==> src/rtl/prog_mem_loader.sv <==
// prog_mem_loader: streams words from a host source into one of N_CH BRAM
// write ports (ch0 = instruction, ch1 = data) and holds the core stalled
// until it is explicitly released with run.
//
// Optional feature macro: LOADER_CHECKSUM_EN
//   When defined, adds ld_csum_exp / ld_csum and a running-sum integrity
//   check that flags ld_err at completion on mismatch.

module prog_mem_loader #(
    parameter int DATA_WIDTH = 32,
    parameter int ADDR_WIDTH = 10,
    parameter int N_CH       = 2,
    parameter int MAX_WORDS  = (2**ADDR_WIDTH) / (DATA_WIDTH/8)
) (
    input  logic                         clk,
    input  logic                         rst,
    input  logic                         ld_start,
    input  logic [$clog2(N_CH)-1:0]      ld_ch,
    input  logic [ADDR_WIDTH:0]          ld_count,
    input  logic [ADDR_WIDTH-1:0]        ld_base,
    input  logic                         run,
    input  logic                         s_valid,
    input  logic [DATA_WIDTH-1:0]        s_data,
    output logic                         s_ready,
    output logic [N_CH*ADDR_WIDTH-1:0]   w_addr,
    output logic [N_CH*DATA_WIDTH-1:0]   w_dat,
    output logic [N_CH-1:0]              w_enb,
    output logic                         cpu_stall,
    output logic                         ld_busy,
    output logic                         ld_done,
`ifdef LOADER_CHECKSUM_EN
    input  logic [DATA_WIDTH-1:0]        ld_csum_exp,
    output logic [DATA_WIDTH-1:0]        ld_csum,
`endif
    output logic                         ld_err
);

    localparam int CH_W      = $clog2(N_CH);
    localparam int STRIDE    = DATA_WIDTH / 8;
    localparam int STRIDE_LG = $clog2(STRIDE);

    // Low address bits that must be zero for a word-aligned base.
    localparam logic [ADDR_WIDTH-1:0] ALIGN_MASK = ADDR_WIDTH'(STRIDE - 1);
    localparam logic [ADDR_WIDTH-1:0] STRIDE_A   = ADDR_WIDTH'(STRIDE);
    // Two extra bits so base-word-index + count never overflows the compare.
    localparam logic [ADDR_WIDTH+1:0] MAX_W      = (ADDR_WIDTH+2)'(MAX_WORDS);
    localparam logic [ADDR_WIDTH:0]   ONE_CNT    = (ADDR_WIDTH+1)'(1);
    localparam logic [ADDR_WIDTH:0]   ZERO_CNT   = (ADDR_WIDTH+1)'(0);

    typedef enum logic [1:0] {
        ST_IDLE   = 2'd0,
        ST_LOAD   = 2'd1,
        ST_FINISH = 2'd2
    } state_t;

    state_t                              r_state;
    state_t                              w_next;

    logic [CH_W-1:0]                     r_ch;
    logic [ADDR_WIDTH-1:0]               r_addr;
    logic [ADDR_WIDTH:0]                 r_remain;
    logic                                r_s_ready;
    logic                                r_busy;
    logic                                r_done;
    logic                                r_err;
    logic                                r_stall;
    logic [N_CH-1:0]                     r_w_enb;
    logic [N_CH-1:0][ADDR_WIDTH-1:0]     r_w_addr;
    logic [N_CH-1:0][DATA_WIDTH-1:0]     r_w_dat;

    logic                                w_accept;
    logic                                w_hs;
    logic                                w_range_bad;
    logic                                w_start_bad;
    logic [ADDR_WIDTH+1:0]               w_word_end;
    logic                                w_csum_bad;

    assign w_accept   = (r_state == ST_IDLE) && ld_start;
    assign w_hs       = (r_state == ST_LOAD) && r_s_ready && s_valid;
    // Last word index (exclusive) the requested load would touch.
    assign w_word_end = {2'b00, (ld_base >> STRIDE_LG)} + {1'b0, ld_count};

    // Request validation: capacity, alignment and end-of-memory bound.
    always_comb begin
        w_range_bad = 1'b0;
        if (({1'b0, ld_count} > MAX_W) ||
            ((ld_base & ALIGN_MASK) != {ADDR_WIDTH{1'b0}}) ||
            (w_word_end > MAX_W)) begin
            w_range_bad = 1'b1;
        end else begin
            w_range_bad = 1'b0;
        end
    end

    // Next-state logic; a zero-length request completes without streaming.
    always_comb begin
        w_next      = r_state;
        w_start_bad = 1'b0;
        case (r_state)
            ST_IDLE: begin
                if (ld_start) begin
                    if (ld_count == ZERO_CNT) begin
                        w_next = ST_FINISH;
                    end else if (w_range_bad) begin
                        w_start_bad = 1'b1;
                        w_next      = ST_IDLE;
                    end else begin
                        w_next = ST_LOAD;
                    end
                end else begin
                    w_next = ST_IDLE;
                end
            end
            ST_LOAD: begin
                if (w_hs && (r_remain == ONE_CNT)) begin
                    w_next = ST_FINISH;
                end else begin
                    w_next = ST_LOAD;
                end
            end
            ST_FINISH: begin
                w_next = ST_IDLE;
            end
            default: begin
                w_next = ST_IDLE;
            end
        endcase
    end

`ifdef LOADER_CHECKSUM_EN
    logic [DATA_WIDTH-1:0] r_csum;
    logic [DATA_WIDTH-1:0] r_csum_exp;
    logic [DATA_WIDTH-1:0] w_csum_sum;

    assign w_csum_sum = r_csum + s_data;
    assign ld_csum    = r_csum;

    // Final-sum compare, evaluated on the transition into FINISH so the
    // error flag lands in the same cycle as ld_done.
    always_comb begin
        if (r_state == ST_IDLE) begin
            w_csum_bad = (ld_csum_exp != {DATA_WIDTH{1'b0}});
        end else begin
            w_csum_bad = (w_csum_sum != r_csum_exp);
        end
    end

    // Running checksum of accepted words, restarted by each accepted load.
    always_ff @(posedge clk or posedge rst) begin
        if (rst) begin
            r_csum     <= {DATA_WIDTH{1'b0}};
            r_csum_exp <= {DATA_WIDTH{1'b0}};
        end else if (w_accept) begin
            r_csum     <= {DATA_WIDTH{1'b0}};
            r_csum_exp <= ld_csum_exp;
        end else if (w_hs) begin
            r_csum     <= w_csum_sum;
        end
    end
`else
    assign w_csum_bad = 1'b0;
`endif

    // State register.
    always_ff @(posedge clk or posedge rst) begin
        if (rst) begin
            r_state <= ST_IDLE;
        end else begin
            r_state <= w_next;
        end
    end

    // Registered status outputs derived from the next state.
    always_ff @(posedge clk or posedge rst) begin
        if (rst) begin
            r_s_ready <= 1'b0;
            r_busy    <= 1'b0;
            r_done    <= 1'b0;
        end else begin
            r_s_ready <= (w_next == ST_LOAD);
            r_busy    <= (w_next == ST_LOAD);
            r_done    <= (w_next == ST_FINISH);
        end
    end

    // Request latch, error flag and core stall control; ld_start beats run.
    always_ff @(posedge clk or posedge rst) begin
        if (rst) begin
            r_ch     <= {CH_W{1'b0}};
            r_err    <= 1'b0;
            r_stall  <= 1'b1;
        end else begin
            if (w_accept) begin
                r_ch    <= ld_ch;
                r_err   <= w_start_bad;
                r_stall <= 1'b1;
            end else if ((r_state == ST_IDLE) && run && !r_err) begin
                r_stall <= 1'b0;
            end
            if ((w_next == ST_FINISH) && w_csum_bad) begin
                r_err <= 1'b1;
            end
        end
    end

    // Address/count bookkeeping and the one-cycle BRAM write per handshake.
    always_ff @(posedge clk or posedge rst) begin
        if (rst) begin
            r_addr   <= {ADDR_WIDTH{1'b0}};
            r_remain <= ZERO_CNT;
            r_w_enb  <= {N_CH{1'b0}};
            r_w_addr <= '0;
            r_w_dat  <= '0;
        end else begin
            r_w_enb <= {N_CH{1'b0}};
            if (w_accept) begin
                r_addr   <= ld_base;
                r_remain <= ld_count;
            end else if (w_hs) begin
                r_w_enb[r_ch]  <= 1'b1;
                r_w_addr[r_ch] <= r_addr;
                r_w_dat[r_ch]  <= s_data;
                r_addr         <= r_addr + STRIDE_A;
                r_remain       <= r_remain - ONE_CNT;
            end
        end
    end

    assign s_ready   = r_s_ready;
    assign w_addr    = r_w_addr;
    assign w_dat     = r_w_dat;
    assign w_enb     = r_w_enb;
    assign cpu_stall = r_stall;
    assign ld_busy   = r_busy;
    assign ld_done   = r_done;
    assign ld_err    = r_err;

endmodule

==> config.mk <==
export PLATFORM = sky130hd
export DESIGN_NAME = prog_mem_loader
export DESIGN_NICKNAME = d
export VERILOG_FILES = /design/src/rtl/prog_mem_loader.sv
export SDC_FILE = /design/constraint.sdc
export NUM_CORES = 1
export LEC_CHECK = 0
export BUFFER_PORTS_ARGS = -buffer_cell sky130_fd_sc_hd__clkbuf_2
export CORE_ASPECT_RATIO = 1.4
export CORE_MARGIN = 5
export CORE_UTILIZATION = 51
export CTS_CLUSTER_DIAMETER = 100
export DETAILED_ROUTE_END_ITERATION = 12
export PLACE_DENSITY_LB_ADDON = 0.05
export SLEW_MARGIN = 20
export SYNTH_ARGS = -nofsm -noshare
export SYNTH_HDL_FRONTEND = slang
export SYNTH_SLANG_ARGS = --single-unit
export TNS_END_PERCENT = 5
==> constraint.sdc <==
create_clock -name clk -period 3.8 [get_ports clk]
set_input_delay 0 -clock clk [delete_from_list [all_inputs] [get_ports clk]]
set_output_delay 0 -clock clk [all_outputs]
set_load 0.03 [all_outputs]
**Word-level counts from Yosys, hierarchy flattened**

Index checks and enable logic that the tools add are counted.

- Flip-flop bits (word level): 114
- Logic and storage cells: 67
- Output and inout port bits: 91
- Input bits: 59

- Muxes and demuxes: 26
- Bitwise gates (word level): 1
- Equal/unequal tests: 4
- Reduce and logical (&&, ||, !) cells: 16
- $add $sub $neg: 3
- $lt $le $gt $ge: 4

Operator list:

| cell | count |
|---|---|
| $bwmux W64 | 1 |
| $demux W32 S1 | 1 |
| $mux W32 | 1 |
| $mux W10 | 3 |
| $mux W11 | 2 |
| $bwmux W20 | 1 |
| $add A8 B11 Y12 | 1 |
| $gt A12 B9 Y1 const B | 1 |
| $eq A11 B1 Y1 const B | 1 |
| $gt A11 B9 Y1 const B | 1 |
| $logic_not A11 Y1 | 1 |
| $sub A11 B1 Y11 const B | 1 |
| $add A10 B3 Y10 const B | 1 |
| $demux W10 S1 | 1 |
| $mux W2 | 5 |
| $reduce_bool A10 Y1 | 1 |
| $mux W1 | 9 |
| $logic_and A1 B1 Y1 | 7 |
| $eq A2 B1 Y1 const B | 2 |
| $pmux W2 S2 | 1 |
| $reduce_bool A2 Y1 | 2 |
| $eq A2 B2 Y1 const B | 1 |
| $logic_not A2 Y1 | 1 |
| $logic_or A1 B1 Y1 | 2 |
| 6 further kinds | 6 |

**Longest topological paths before layout**

Gate-level depths: netlist of the first run.

- Depth after elaboration: 9
- Gate-level depth with buffers: 9
- Gate-level depth less buffers: 9

**Worst setup path before layout of the first run**

No wires, ideal clock.

- Kind: input-to-reg
- Start: in ld_count[0]
- End: reg r_busy (netlist: ld_busy)
- Required time: 3680 ps
- Buffers on the path: 0
- Data arrival time: 1653 ps
- Stages on the path: 9
- Path slack: 2027 ps
- Path through: ha_1 -> inv_1 -> fa_1 -> nor2b_4 -> o21ai_2 -> mux2_4 -> o211ai_1 -> o311ai_2 -> a31o_1

- Longest elaborated chain between the ends: 9
- Elaborated cells between the ends (all ways): 12
- Classes of those cells: add/sub: 1; order compare: 2; eq/ne: 1; mux: 5; reduce/logical: 3

RTL lines:

| what | line | text |
|---|---|---|
| start: declaration | 19 | `input logic [ADDR_WIDTH:0] ld_count,` |
| $add A8 B11 Y12 / $gt A11 B9 Y1 (equally long branches) | 81, 86 |  |
| $gt A12 B9 Y1 / $logic_or A1 B1 Y1 (equally long branches) | 88, 86 |  |
| $logic_or A1 B1 Y1 | 87 | `((ld_base & ALIGN_MASK) != {ADDR_WIDTH{1'b0}}) \|\|` |
| $mux W1 | 86 | `if (({1'b0, ld_count} > MAX_W) \|\|` |
| $mux W1 | 104 | `end else if (w_range_bad) begin` |
| $mux W2 (*) | 102 | `if (ld_count == ZERO_CNT) begin` |
| $mux W2 (*) | 101 | `if (ld_start) begin` |
| $pmux W2 S2 (*) | 99 | `case (r_state)` |
| $eq A2 B1 Y1 (*) | 181 | `r_busy <= (w_next == ST_LOAD);` |
| end signal: assignment | 181 |  |
| end: declaration | 63 | `logic r_busy;` |

Every way passes the cells marked *; elsewhere a longest branch is shown, timed or not.
A chain may end at the register's enable or synchronous reset.

**Final worst setup path of the first run**

- Start: reg r_state[1]
- End: reg r_w_addr, in the netlist w_addr[5]

- Longest elaborated chain between the ends: 4
- Elaborated cells between the ends (all ways): 7
- Classes of those cells: eq/ne: 1; bitwise: 1; reduce/logical: 5

RTL lines:

| what | line | text |
|---|---|---|
| start: declaration | 56 | `state_t r_state;` |
| start signal: assignment | 169 | `r_state <= w_next;` |
| $eq A2 B1 Y1 / $logic_not A2 Y1 (equally long branches) | 79, 78 |  |
| $logic_and A1 B1 Y1 (on tied branches) | 79, 78 |  |
| $logic_and A1 B1 Y1 / $not A1 Y1 (equally long branches) | n/a |  |
| $reduce_and A2 Y1 (no source line) (*) | n/a |  |
| end signal: indexed assignment | 221 | `r_w_addr[r_ch] <= r_addr;` |
| end: declaration | 68 | `logic [N_CH-1:0][ADDR_WIDTH-1:0] r_w_addr;` |

Marked as above.

==> flow_results.xml, run 1 <==
<?xml version="1.0" encoding="UTF-8"?>
<metrics>
  <group name="setup_path">
    <metric name="crit-reg2reg-capture" unit="">w_addr[5]</metric>
    <metric name="timing.reg2reg.worst_path_depth" unit="">4</metric>
    <metric name="required" unit="ns">4.07</metric>
    <metric name="worstSetupPathType" unit="">flip-flop to flip-flop</metric>
    <metric name="r2r_slack" unit="ns">1.49</metric>
    <metric name="crit_path_start" unit="">r_state[1]</metric>
    <metric name="cp-end-kind" unit="">flip-flop</metric>
    <metric name="critical_path.reg2reg.startpoint" unit="">r_state[1]</metric>
    <metric name="path_buf_inv" unit="">1</metric>
    <metric name="path_cells" unit="">nand4b_1 &gt; nor2_4 &gt; buf_4 &gt; mux2_1</metric>
    <metric name="critical_path_arrival" unit="ns">2.57</metric>
    <metric name="cp_slowest_cell" unit="">nand4b_1</metric>
    <metric name="critical_path.max_fanout" unit="">43</metric>
    <metric name="worst_path_largest_cell_delay" unit="ns">0.60</metric>
    <metric name="cpLargestDelayFamily" unit="">simple AND/OR/NAND/NOR gates</metric>
    <metric name="worstSetupStartpointType" unit="">flip-flop</metric>
  </group>
  <group name="floorplanning">
    <metric name="die_y" unit="um">127</metric>
    <metric name="core_region_area" unit="mm^2">0.00951</metric>
    <metric name="die_w" unit="um">93.7</metric>
    <metric name="initial_utilization" unit="">0.526</metric>
    <metric name="design.die.area" unit="mm^2">0.0119</metric>
    <metric name="std_cell_rows" unit="">42</metric>
    <metric name="pin_count" unit="">150</metric>
  </group>
  <group name="cts">
    <metric name="cts.repair_timing.setup_buffer_count" unit="">0</metric>
    <metric name="clock_path_buffers" unit="">2</metric>
    <metric name="tritoncts" unit="">done</metric>
    <metric name="cts_sinks" unit="">114</metric>
    <metric name="post_cts_resize_count" unit="">0</metric>
    <metric name="clock_tree.root_cell" unit="">clkbuf_16</metric>
    <metric name="clk_latency" unit="ns">0.40</metric>
    <metric name="h-tree-depth" unit="">4</metric>
    <metric name="clkTransAtPathRegs" unit="ns">0.05</metric>
    <metric name="number_of_buffers_created_by_cts" unit="">17</metric>
    <metric name="cts.hold.buffers_added" unit="">56</metric>
  </group>
  <group name="min_path">
    <metric name="timing.hold.worst.class" unit="">input port to async pin</metric>
  </group>
  <group name="grt">
    <metric name="busiest_layer" unit="">met2</metric>
    <metric name="first_global_vias" unit="">3931</metric>
    <metric name="first_pass_grt_wire_length" unit="um">19100</metric>
    <metric name="use_met2" unit="">0.372</metric>
    <metric name="globalRouteMet3Util" unit="">0.0494</metric>
    <metric name="initial_antenna_violation_count" unit="">0</metric>
    <metric name="global_route.usage.total" unit="">0.206</metric>
    <metric name="met1_usage" unit="">0.238</metric>
    <metric name="grt_start_max_net_pins" unit="">59</metric>
    <metric name="grt-ovfl-total" unit="">0</metric>
  </group>
  <group name="synthesis">
    <metric name="post-synth-top-area-cell" unit="">dfrtp_1</metric>
    <metric name="syn_avg_cell_area" unit="um^2">13.1</metric>
    <metric name="syn_nets" unit="">454</metric>
    <metric name="postSynthRegisterBits" unit="">114</metric>
    <metric name="synth_enable_flop_cells" unit="">0</metric>
    <metric name="syn_area" unit="mm^2">0.00500</metric>
    <metric name="async_flop_share" unit="">1.00</metric>
    <metric name="post_synth_main_area_contributors" unit="">dfrtp_1, mux2_1, ha_1</metric>
    <metric name="synth_most_common_cell" unit="">dfrtp_1</metric>
    <metric name="yosys_warnings" unit="">0</metric>
    <metric name="synth_top_area_share" unit="">0.566</metric>
    <metric name="synth_cells" unit="">383</metric>
    <metric name="synth_commonest_cells" unit="">dfrtp_1, mux2_1, nand2_1, o21ai_1, nor2_1</metric>
    <metric name="synth.yosys.seq_area_share" unit="">0.571</metric>
    <metric name="synth_flop_cell" unit="">dfrtp_1</metric>
    <metric name="post_synth_num_cell_types" unit="">55</metric>
  </group>
  <group name="job">
    <metric name="max-cap-violations" unit="">0</metric>
  </group>
  <group name="route">
    <metric name="vias_after_detailed_routing" unit="">3791</metric>
    <metric name="wirelength" unit="um">11800</metric>
    <metric name="detailedRoute.firstIterationViolations" unit="">104</metric>
    <metric name="drt_drc_violations_left" unit="">0</metric>
    <metric name="route.antenna.remaining_nets" unit="">0</metric>
    <metric name="routed_wire_length_per_instance" unit="um">15.9</metric>
    <metric name="viasPerCell" unit="">5.12</metric>
    <metric name="drt-pass1-iter-count" unit="">4</metric>
  </group>
  <group name="layout">
    <metric name="area.growth.synth_to_final" unit="%">39.9</metric>
    <metric name="nNetsFinal" unit="">667</metric>
    <metric name="share_of_cells_above_drive_strength_1" unit="">0.326</metric>
    <metric name="insertedDiodeCount" unit="">0</metric>
  </group>
  <group name="sta">
    <metric name="maxClockFrequency" unit="GHz">0.433</metric>
    <metric name="pnr_worst_setup_slack" unit="ns">1.49</metric>
    <metric name="setup_total_negative_slack" unit="ns">0</metric>
    <metric name="hold_viol" unit="">0</metric>
    <metric name="timing.final.crit_share" unit="">0.607</metric>
    <metric name="timing.max_slew.rel_slack" unit="">0.281</metric>
    <metric name="rsz_0062_raised_after_global_routing" unit="">false</metric>
    <metric name="tightest_slew" unit="ns">1.08</metric>
    <metric name="report.final.setup_viol" unit="">0</metric>
    <metric name="finClkSkew" unit="ns">0.00950</metric>
    <metric name="layout_min_cycle_time" unit="ns">2.31</metric>
    <metric name="drv_slew" unit="">0</metric>
  </group>
  <group name="placement">
    <metric name="globalplace.congestion" unit="">0.839</metric>
    <metric name="io_buffers" unit="">149</metric>
    <metric name="pre_cts_slack" unit="ns">1.51</metric>
    <metric name="dpl.hpwl" unit="um">8110</metric>
  </group>
  <group name="outcome">
    <metric name="outcome" unit="">complete, no violations</metric>
  </group>
  <group name="power">
    <metric name="design_power_total" unit="uW">4730</metric>
    <metric name="peakVddDrop" unit="uV">439</metric>
    <metric name="leakagePower" unit="uW">0.00363</metric>
    <metric name="p_per_area" unit="mW/mm^2">676</metric>
  </group>
</metrics>
[through the flow]
stage | utilization | instances | area (um^2) | hold slack, ns
6_report | 0.735 | 740 | 7000 | 0.0229
5_1_grt | 0.735 | 740 | 7000 | 0.0149
4_1_cts | 0.735 | 740 | 7000 | 0.00777
3_5_place_dp | 0.617 | 653 | 5870 | -0.118
3_3_place_gp | 0.617 | 653 | 5870 | -0.117
2_1_floorplan | - | 383 | 5000 | 0.105
[cell usage in the layout, fill, tap and decap left out, types with 3 or more instances in the layout]
cell type,netlist,layout
and2_1,3,3
xnor2_1,4,4
mux2_1,80,80
nor3_1,4,4
clkbuf_2,0,149
clkinv_2,0,4
nor2_1,13,13
clkbuf_1,2,3
nand2_1,35,35
nor4_1,3,3
o21ai_1,14,14
dfrtp_1,113,113
ha_1,11,11
dlygate4sd3_1,0,56
mux2_2,3,3
buf_4,1,4
o21ai_0,8,8
clkbuf_16,0,17
clkinvlp_4,0,3
xor2_1,6,6
inv_1,10,9
a221o_1,8,8
a21oi_1,6,6
[power by group]
group / internal (uW) / leakage [uW] / switching [uW]
Combinational: 504 / 0.00187 / 977
Sequential: 1560 / 0.00150 / 212
Clock: 972 / 0.000269 / 513
[flip-flops by register name, indices dropped and copies added, names as in the netlist]
signal,count
w_addr,20
r_remain,11
ld_busy,1
w_enb,2
ld_err,1
r_ch,1
cpu_stall,1
w_dat,64
r_state,2
r_addr,10
ld_done,1
[tightest hold or removal path: stages]
cell and delay, ns:
dlygate4sd3_1 0.53, clkbuf_2 0.12, inv_4 0.10
[routing by layer]
metal	vias to the layer above	wire, um
met5	-	0
met4	0	121
met3	10	577
met2	111	6280
met1	1865	4800
li1	1805	-
[worst max-delay path by stage]
stage                     slack [ns]  cells after the start         to
after floorplan                 0.79                      1    ld_busy
after global placement          1.55                      4  w_dat[21]
after detailed placement        1.51                      4  w_dat[19]
after CTS                       1.50                      4  w_dat[24]
after global routing            1.37                      4  w_addr[5]
final                           1.49                      4  w_addr[5]
[cells by family after synthesis]
logic type,Yosys count,share of synthesized area
compound gates,55,0.0773
xor+xnor,10,0.0175
fa+ha+maj,12,0.0315
buf+inv,26,0.0230
flops,114,0.571
mux,86,0.194
simple gates,80,0.0856
[final cells by class]
| type | instances | area [um^2] |
|---|---|---|
| flip-flops and latches | 114 | 2850 |
| fillers | 650 | 2520 |
| multi-input cells | 243 | 2030 |
| repair buffers | 209 | 1340 |
| clock buffers | 21 | 450 |
| well taps | 132 | 165 |
| clock inverters | 10 | 111 |
| inverters | 11 | 43.8 |
Power figures use the tool's default switching activity.
==> run 2, diff against run 1 <==
Settings changed: ABC_AREA set to 1, CORE_UTILIZATION 51 to 47.
Clock period 3.8 ns to 2.1 ns, I/O delays scaled along.
==> run 2 against run 1 <==
  * Synthesized cell count up 53%
  * Flip-flop and latch count did not move
  * Sequential share of layout area down 0.91 points
  * Sequential power rose by 92%
  * Critical path type is now input port to flip-flop
  * Largest cell class unchanged
  * Highest routed layer unchanged
==> flow_results.xml, run 2 <==
<?xml version="1.0" encoding="UTF-8"?>
<metrics>
  <group name="outcome">
    <metric name="outcome" unit="">complete, no violations</metric>
  </group>
  <group name="grt">
    <metric name="use_met2" unit="">0.364</metric>
    <metric name="first_pass_grt_wire_length" unit="um">21600</metric>
    <metric name="grt-ovfl-total" unit="">0</metric>
    <metric name="first_global_vias" unit="">4474</metric>
    <metric name="global_route.usage.total" unit="">0.208</metric>
    <metric name="initial_antenna_violation_count" unit="">0</metric>
    <metric name="globalRouteMet3Util" unit="">0.0665</metric>
    <metric name="met1_usage" unit="">0.238</metric>
    <metric name="busiest_layer" unit="">met2</metric>
    <metric name="grt_start_max_net_pins" unit="">85</metric>
  </group>
  <group name="layout">
    <metric name="finish.utilization" unit="">0.665</metric>
    <metric name="nNetsFinal" unit="">866</metric>
    <metric name="area.growth.synth_to_final" unit="%">40.7</metric>
    <metric name="fin_area" unit="mm^2">0.00716</metric>
    <metric name="most_frequent_standard_cell_in_the_layout_excluding_fill_and_tap_cells" unit="">nand2_1</metric>
    <metric name="insertedDiodeCount" unit="">0</metric>
    <metric name="share_of_cells_above_drive_strength_1" unit="">0.246</metric>
    <metric name="final.fill_count" unit="">912</metric>
    <metric name="layout.cells.most_common_list" unit="">nand2_1, clkbuf_2, dfrtp_1</metric>
    <metric name="max_reg_flops" unit="">64</metric>
  </group>
  <group name="synthesis">
    <metric name="synth_xor_area_frac" unit="">0.0121</metric>
    <metric name="syn_nets" unit="">656</metric>
    <metric name="yosys.area_share.simple" unit="">0.179</metric>
    <metric name="post-synth-top-area-cell" unit="">dfrtp_1</metric>
    <metric name="post_synth_num_cell_types" unit="">32</metric>
    <metric name="syn_avg_cell_area" unit="um^2">8.69</metric>
    <metric name="synth_flop_cell" unit="">dfrtp_1</metric>
    <metric name="synth_most_common_cell" unit="">nand2_1</metric>
    <metric name="yosys_warnings" unit="">0</metric>
    <metric name="async_flop_share" unit="">1.00</metric>
    <metric name="syn_area" unit="mm^2">0.00509</metric>
    <metric name="synth_enable_flop_cells" unit="">0</metric>
    <metric name="post_synth_main_area_contributors" unit="">dfrtp_1, nand2_1, o21ai_0</metric>
    <metric name="synth.area.mux_share" unit="">0</metric>
    <metric name="postSynthRegisterBits" unit="">114</metric>
    <metric name="post_synth_fa_ha_maj_area_fraction" unit="">0.0310</metric>
    <metric name="synth.yosys.seq_area_share" unit="">0.561</metric>
    <metric name="synth_cells" unit="">585</metric>
    <metric name="synth_commonest_cells" unit="">nand2_1, dfrtp_1, inv_1, o21ai_0, o21ai_1</metric>
    <metric name="main_combinational_cell_family_by_area_after_synthesis" unit="">simple AND/OR/NAND/NOR gates</metric>
    <metric name="synth_compound_gate_area_share" unit="">0.136</metric>
    <metric name="synth_top_area_share" unit="">0.556</metric>
  </group>
  <group name="placement">
    <metric name="pre_cts_slack" unit="ns">0.248</metric>
    <metric name="place_area" unit="mm^2">0.00600</metric>
    <metric name="globalplace.congestion" unit="">0.833</metric>
    <metric name="io_buffers" unit="">149</metric>
    <metric name="dpl.hpwl" unit="um">9190</metric>
  </group>
  <group name="setup_path">
    <metric name="worstSetupStartpointType" unit="">input port</metric>
    <metric name="cp-end-kind" unit="">flip-flop</metric>
    <metric name="crit_top_cell" unit="">nand2_1</metric>
    <metric name="critical_path.max_fanout" unit="">3</metric>
    <metric name="cp_slowest_cell" unit="">dlygate4sd3_1</metric>
    <metric name="worstSetupPathType" unit="">input port to flip-flop</metric>
    <metric name="worst_path_largest_cell_delay" unit="ns">0.54</metric>
    <metric name="path_buf_inv" unit="">4</metric>
    <metric name="required" unit="ns">2.43</metric>
    <metric name="cpLargestDelayFamily" unit="">buffers and inverters</metric>
    <metric name="path_cells" unit="">dlygate4sd3_1 &gt; clkbuf_2 &gt; ha_1 &gt; inv_1 &gt; fa_1 &gt; nor2_2 &gt; inv_1 &gt; nand2_1 &gt; nand2_1 &gt; nand2_1 &gt; nand2_1 &gt; nor2_2 &gt; nand2_1 &gt; nand2_1 &gt; nand3_1 &gt; a21oi_1</metric>
    <metric name="critical_path_arrival" unit="ns">2.31</metric>
  </group>
  <group name="power">
    <metric name="peakVddDrop" unit="uV">588</metric>
    <metric name="p_per_area" unit="mW/mm^2">1330</metric>
    <metric name="leakagePower" unit="uW">0.00381</metric>
  </group>
  <group name="cts">
    <metric name="clk_latency" unit="ns">0.40</metric>
    <metric name="clock_tree.root_cell" unit="">clkbuf_16</metric>
    <metric name="cts.repair_timing.setup_buffer_count" unit="">0</metric>
    <metric name="clock_path_buffers" unit="">2</metric>
    <metric name="clkTransAtPathRegs" unit="ns">0.05</metric>
    <metric name="tritoncts" unit="">done</metric>
    <metric name="cts_sinks" unit="">114</metric>
    <metric name="h-tree-depth" unit="">4</metric>
    <metric name="number_of_buffers_created_by_cts" unit="">17</metric>
  </group>
  <group name="sta">
    <metric name="finClkSkew" unit="ns">0.00769</metric>
    <metric name="tightest_slew" unit="ns">0.738</metric>
    <metric name="layout_min_cycle_time" unit="ns">1.99</metric>
    <metric name="rsz_0062_raised_after_global_routing" unit="">false</metric>
    <metric name="maxClockFrequency" unit="GHz">0.503</metric>
    <metric name="timing.final.crit_share" unit="">0.947</metric>
    <metric name="worst_hold_slack" unit="ns">0.0298</metric>
    <metric name="setup_total_negative_slack" unit="ns">0</metric>
    <metric name="hold_viol" unit="">0</metric>
    <metric name="timing.max_slew.rel_slack" unit="">0.507</metric>
    <metric name="pnr_worst_setup_slack" unit="ns">0.111</metric>
    <metric name="report.final.setup_viol" unit="">0</metric>
    <metric name="drv_slew" unit="">0</metric>
  </group>
  <group name="route">
    <metric name="wirelength" unit="um">13100</metric>
    <metric name="routed_wire_length_per_instance" unit="um">13.8</metric>
    <metric name="viasPerCell" unit="">4.83</metric>
    <metric name="drt-pass1-iter-count" unit="">4</metric>
    <metric name="route.antenna.remaining_nets" unit="">0</metric>
    <metric name="vias_after_detailed_routing" unit="">4579</metric>
    <metric name="detailedRoute.firstIterationViolations" unit="">171</metric>
    <metric name="drt_drc_violations_left" unit="">0</metric>
  </group>
  <group name="floorplanning">
    <metric name="pin_count" unit="">150</metric>
    <metric name="die_y" unit="um">133</metric>
    <metric name="initial_utilization" unit="">0.473</metric>
    <metric name="design.die.area" unit="mm^2">0.0130</metric>
    <metric name="std_cell_rows" unit="">45</metric>
    <metric name="die_w" unit="um">97.9</metric>
    <metric name="core_region_area" unit="mm^2">0.0108</metric>
  </group>
  <group name="min_path">
    <metric name="timing.hold.worst.class" unit="">input port to flip-flop</metric>
  </group>
  <group name="job">
    <metric name="max-cap-violations" unit="">0</metric>
  </group>
</metrics>
-- run 2: layer usage --
metal,share of wire,routed length [um]
met1,0.40,5290
met2,0.52,6890
met3,0.049,637
met4,0.024,315
met5,0,0
-- run 2: final timing paths --
path                              from      endpoint  slack [ns]  depth (start not counted)
setup / recovery           ld_count[0]       ld_busy        0.11                         16
hold / removal                ld_start     cpu_stall        0.03                          4
setup reg to reg           r_remain[0]  r_remain[10]        0.37                          9
hold reg to reg                   r_ch      w_enb[0]        0.45                          1
max in group asynchronous          rst     cpu_stall        1.12                          4
min in group asynchronous          rst     w_dat[22]        0.29                          3
-- run 2: final cells by class --
class,instances,area (um^2),area share
flip-flops and latches,114,2850,0.399
well taps,141,176,0.0247
multi-input cells,368,1830,0.255
inverters,80,304,0.0425
clock inverters,4,45.0,0.00629
repair buffers,214,1410,0.198
clock buffers,28,537,0.0750
-- run 2: kinds of logic after synthesis --
group                    after synthesis
flip-flops                           114
buffers and inverters                103
adder cells (fa/ha/maj)               12
AO/OA/AOI/OAI                        127
XOR/XNOR                               7
AND/OR/NAND/NOR                      222
-- run 2: power breakdown --
| part | total (uW) | internal [uW] | switching, uW |
|---|---|---|---|
| Clock | 2750 | 1840 | 914 |
| Combinational | 3360 | 1010 | 2350 |
| Sequential | 3390 | 2950 | 440 |
-- run 2: worst register-to-register path, stage by stage (launching register included) --
cell	delay, ns
dfrtp_1	0.40
inv_1	0.11
ha_1	0.20
nand2_1	0.12
nor2_1	0.19
nand2_1	0.09
or2_1	0.22
a21oi_1	0.12
o21ai_1	0.08
o21a_1	0.10
-- run 2: timing repair --
action / CTS / global route
hold buffers: 57 / 0
endpoints found under the setup margin: 0 / 3
gates resized for setup: 0 / 3
endpoints found under the hold margin: 124 / 0
-- run 2: per-stage QoR --
step | total power [uW] | std cells
after CTS | 9600 | 949
after global placement | 6640 | 860
after global routing | 10100 | 949
final | 9500 | 949
after floorplan | 5630 | 585
after detailed placement | 6720 | 860
==> run 3, diff against run 2 <==
Settings changed: CORE_UTILIZATION 47 to 48, CTS_BUF_LIST set to sky130_fd_sc_hd__clkbuf_2 sky130_fd_sc_hd__clkbuf_4 sky130_fd_sc_hd__clkbuf_8, SETUP_SLACK_MARGIN set to 0.5, SKIP_CTS_REPAIR_TIMING set to 1.
==> run 3 against run 2 <==
  * The run now ends with negative hold slack left
  * Sequential share of layout area is 0.084 points lower
  * Combinational power grew 4%
  * Flip-flop and latch count unchanged
  * Largest power group is now combinational cells
==> flow_results.xml, run 3 (synthesis results as in run 2) <==
<?xml version="1.0" encoding="UTF-8"?>
<metrics>
  <group name="route">
    <metric name="detailedRoute.firstIterationViolations" unit="">137</metric>
    <metric name="viasPerCell" unit="">4.91</metric>
    <metric name="drt_drc_violations_left" unit="">0</metric>
    <metric name="wirelength" unit="um">14000</metric>
    <metric name="drt-pass1-iter-count" unit="">4</metric>
    <metric name="vias_after_detailed_routing" unit="">4704</metric>
    <metric name="routed_wire_length_per_instance" unit="um">14.6</metric>
    <metric name="route.antenna.remaining_nets" unit="">0</metric>
  </group>
  <group name="setup_path">
    <metric name="crit-reg2reg-capture" unit="">r_remain[10]</metric>
    <metric name="cp_slowest_cell" unit="">dfrtp_1</metric>
    <metric name="critical_path.reg2reg.startpoint" unit="">r_state[0]</metric>
    <metric name="path_cells" unit="">inv_2 &gt; nor2_4 &gt; nand3_4 &gt; nor2_4 &gt; nand2_1 &gt; or2_1 &gt; a21oi_2 &gt; o21ai_1 &gt; o21a_1</metric>
    <metric name="crit_top_cell" unit="">nor2_4</metric>
    <metric name="worstSetupStartpointType" unit="">flip-flop</metric>
    <metric name="crit_path_start" unit="">r_state[0]</metric>
    <metric name="worst_path_largest_cell_delay" unit="ns">0.39</metric>
    <metric name="required" unit="ns">2.41</metric>
    <metric name="r2r_slack" unit="ns">0.50</metric>
    <metric name="cp-end-kind" unit="">flip-flop</metric>
    <metric name="timing.reg2reg.worst_path_depth" unit="">9</metric>
    <metric name="critical_path.max_fanout" unit="">5</metric>
    <metric name="worstSetupPathType" unit="">flip-flop to flip-flop</metric>
    <metric name="critical_path_arrival" unit="ns">1.91</metric>
  </group>
  <group name="placement">
    <metric name="dpl.cell_count" unit="">855</metric>
    <metric name="io_buffers" unit="">149</metric>
    <metric name="dpl.hpwl" unit="um">9380</metric>
    <metric name="globalplace.congestion" unit="">0.822</metric>
    <metric name="place_area" unit="mm^2">0.00599</metric>
  </group>
  <group name="floorplanning">
    <metric name="std_cell_rows" unit="">44</metric>
    <metric name="core_region_area" unit="mm^2">0.0103</metric>
    <metric name="die_w" unit="um">97.0</metric>
    <metric name="design.die.area" unit="mm^2">0.0128</metric>
    <metric name="pin_count" unit="">150</metric>
    <metric name="die_y" unit="um">132</metric>
    <metric name="initial_utilization" unit="">0.491</metric>
  </group>
  <group name="power">
    <metric name="leakagePower" unit="uW">0.00381</metric>
    <metric name="design_power_total" unit="uW">8770</metric>
    <metric name="power.clock.fraction" unit="">0.215</metric>
    <metric name="combinationalPowerShare" unit="">0.397</metric>
    <metric name="sequential_share_of_power" unit="">0.388</metric>
    <metric name="internal-power" unit="uW">5110</metric>
    <metric name="peakVddDrop" unit="uV">413</metric>
    <metric name="total_switching_power" unit="uW">3670</metric>
    <metric name="sw_frac_of_total" unit="">0.418</metric>
    <metric name="p_per_area" unit="mW/mm^2">1220</metric>
  </group>
  <group name="sta">
    <metric name="layout_min_cycle_time" unit="ns">1.60</metric>
    <metric name="report.final.setup_viol" unit="">0</metric>
    <metric name="maxClockFrequency" unit="GHz">0.626</metric>
    <metric name="finClkSkew" unit="ns">0.00839</metric>
    <metric name="hold_viol" unit="">1</metric>
    <metric name="tightest_slew" unit="ns">0.595</metric>
    <metric name="timing.final.crit_share" unit="">0.761</metric>
    <metric name="setup_total_negative_slack" unit="ns">0</metric>
    <metric name="worst_hold_slack" unit="ns">-0.0107</metric>
    <metric name="drv_slew" unit="">0</metric>
    <metric name="timing.max_slew.rel_slack" unit="">0.603</metric>
    <metric name="rsz_0062_raised_after_global_routing" unit="">true</metric>
  </group>
  <group name="layout">
    <metric name="final_non_filler_cell_total" unit="">958</metric>
    <metric name="insertedDiodeCount" unit="">0</metric>
    <metric name="layout.cells.most_common_list" unit="">nand2_1, clkbuf_2, dfrtp_1</metric>
    <metric name="fin_area" unit="mm^2">0.00717</metric>
    <metric name="max_reg_flops" unit="">64</metric>
    <metric name="nNetsFinal" unit="">880</metric>
    <metric name="finish.utilization" unit="">0.693</metric>
    <metric name="share_of_cells_above_drive_strength_1" unit="">0.270</metric>
    <metric name="area.growth.synth_to_final" unit="%">41.0</metric>
    <metric name="most_frequent_standard_cell_in_the_layout_excluding_fill_and_tap_cells" unit="">nand2_1</metric>
  </group>
  <group name="cts">
    <metric name="clkTransAtPathRegs" unit="ns">0.07</metric>
    <metric name="tritoncts" unit="">done</metric>
    <metric name="h-tree-depth" unit="">4</metric>
    <metric name="clk_latency" unit="ns">0.42</metric>
    <metric name="clock_tree.root_cell" unit="">clkbuf_8</metric>
    <metric name="number_of_buffers_created_by_cts" unit="">17</metric>
    <metric name="clock_path_buffers" unit="">2</metric>
    <metric name="cts_sinks" unit="">114</metric>
  </group>
  <group name="job">
    <metric name="max-cap-violations" unit="">0</metric>
  </group>
  <group name="min_path">
    <metric name="min_delay_worst_endpoint" unit="">r_remain[1]</metric>
    <metric name="timing.hold.worst.class" unit="">input port to flip-flop</metric>
    <metric name="worstHoldPathCells" unit="">3</metric>
    <metric name="hold_path.startpoint" unit="">ld_count[1]</metric>
  </group>
  <group name="grt">
    <metric name="first_pass_grt_wire_length" unit="um">21100</metric>
    <metric name="grt_start_max_net_pins" unit="">85</metric>
    <metric name="global_route.usage.total" unit="">0.204</metric>
    <metric name="first_global_vias" unit="">4415</metric>
    <metric name="grt-ovfl-total" unit="">0</metric>
    <metric name="initial_antenna_violation_count" unit="">0</metric>
  </group>
  <group name="outcome">
    <metric name="outcome" unit="">finished, violations left</metric>
    <metric name="violated_checks" unit="">negative hold slack</metric>
  </group>
</metrics>
## run 3: worst max-delay path: cells and delay by family (launching register included)
kind	cells	cell delay (ns)
simple gates	5	0.76
compound gates	3	0.30
buf+inv	1	0.06
flops	1	0.39
## run 3: how the worst max path moves through the flow
stage	slack [ns]	to	cells past startpoint
after detailed placement	0.18	ld_busy	15
final	0.50	r_remain[10]	9
after global placement	0.24	r_state[0]	15
after floorplan	0.57	r_remain[10]	9
after global routing	0.39	r_remain[10]	9
after CTS	0.21	w_dat[43]	7
## run 3: stage by stage
stage               setup slack, ns  hold WS [ns]
global placement              0.242        0.0936
detailed placement            0.183        0.0876
floorplan                     0.566         0.121
finish                        0.502       -0.0107
CTS                           0.213        -0.368
global route                  0.390      0.000281
## run 3: cell type report
type	instances	area, um^2
clock buffers	24	312
clock inverters	6	55.1
fillers	889	3180
inverters	80	320
multi-input cells	369	1880
flip-flops and latches	114	2850
well taps	138	173
repair buffers	226	1570
repair inverters	1	8.76
## run 3: metal layers
layer  vias up  track usage  routed length [um]
met1      2225        0.228                5460
li1       2330            -                   -
met4         0       0.0788                 401
met2       127        0.366                7530
met5         -            0                   0
met3        22       0.0572                 579
## run 3: power groups by stage
stage                     logic (uW)  clock network (uW)  registers, uW
final                           3480                1880           3400
after global routing            3790                2050           3490
after CTS                       3320                1940           3390
after detailed placement        3310                   0           3420
after global placement          3240                   0           3400
after floorplan                 1000                   0           4630
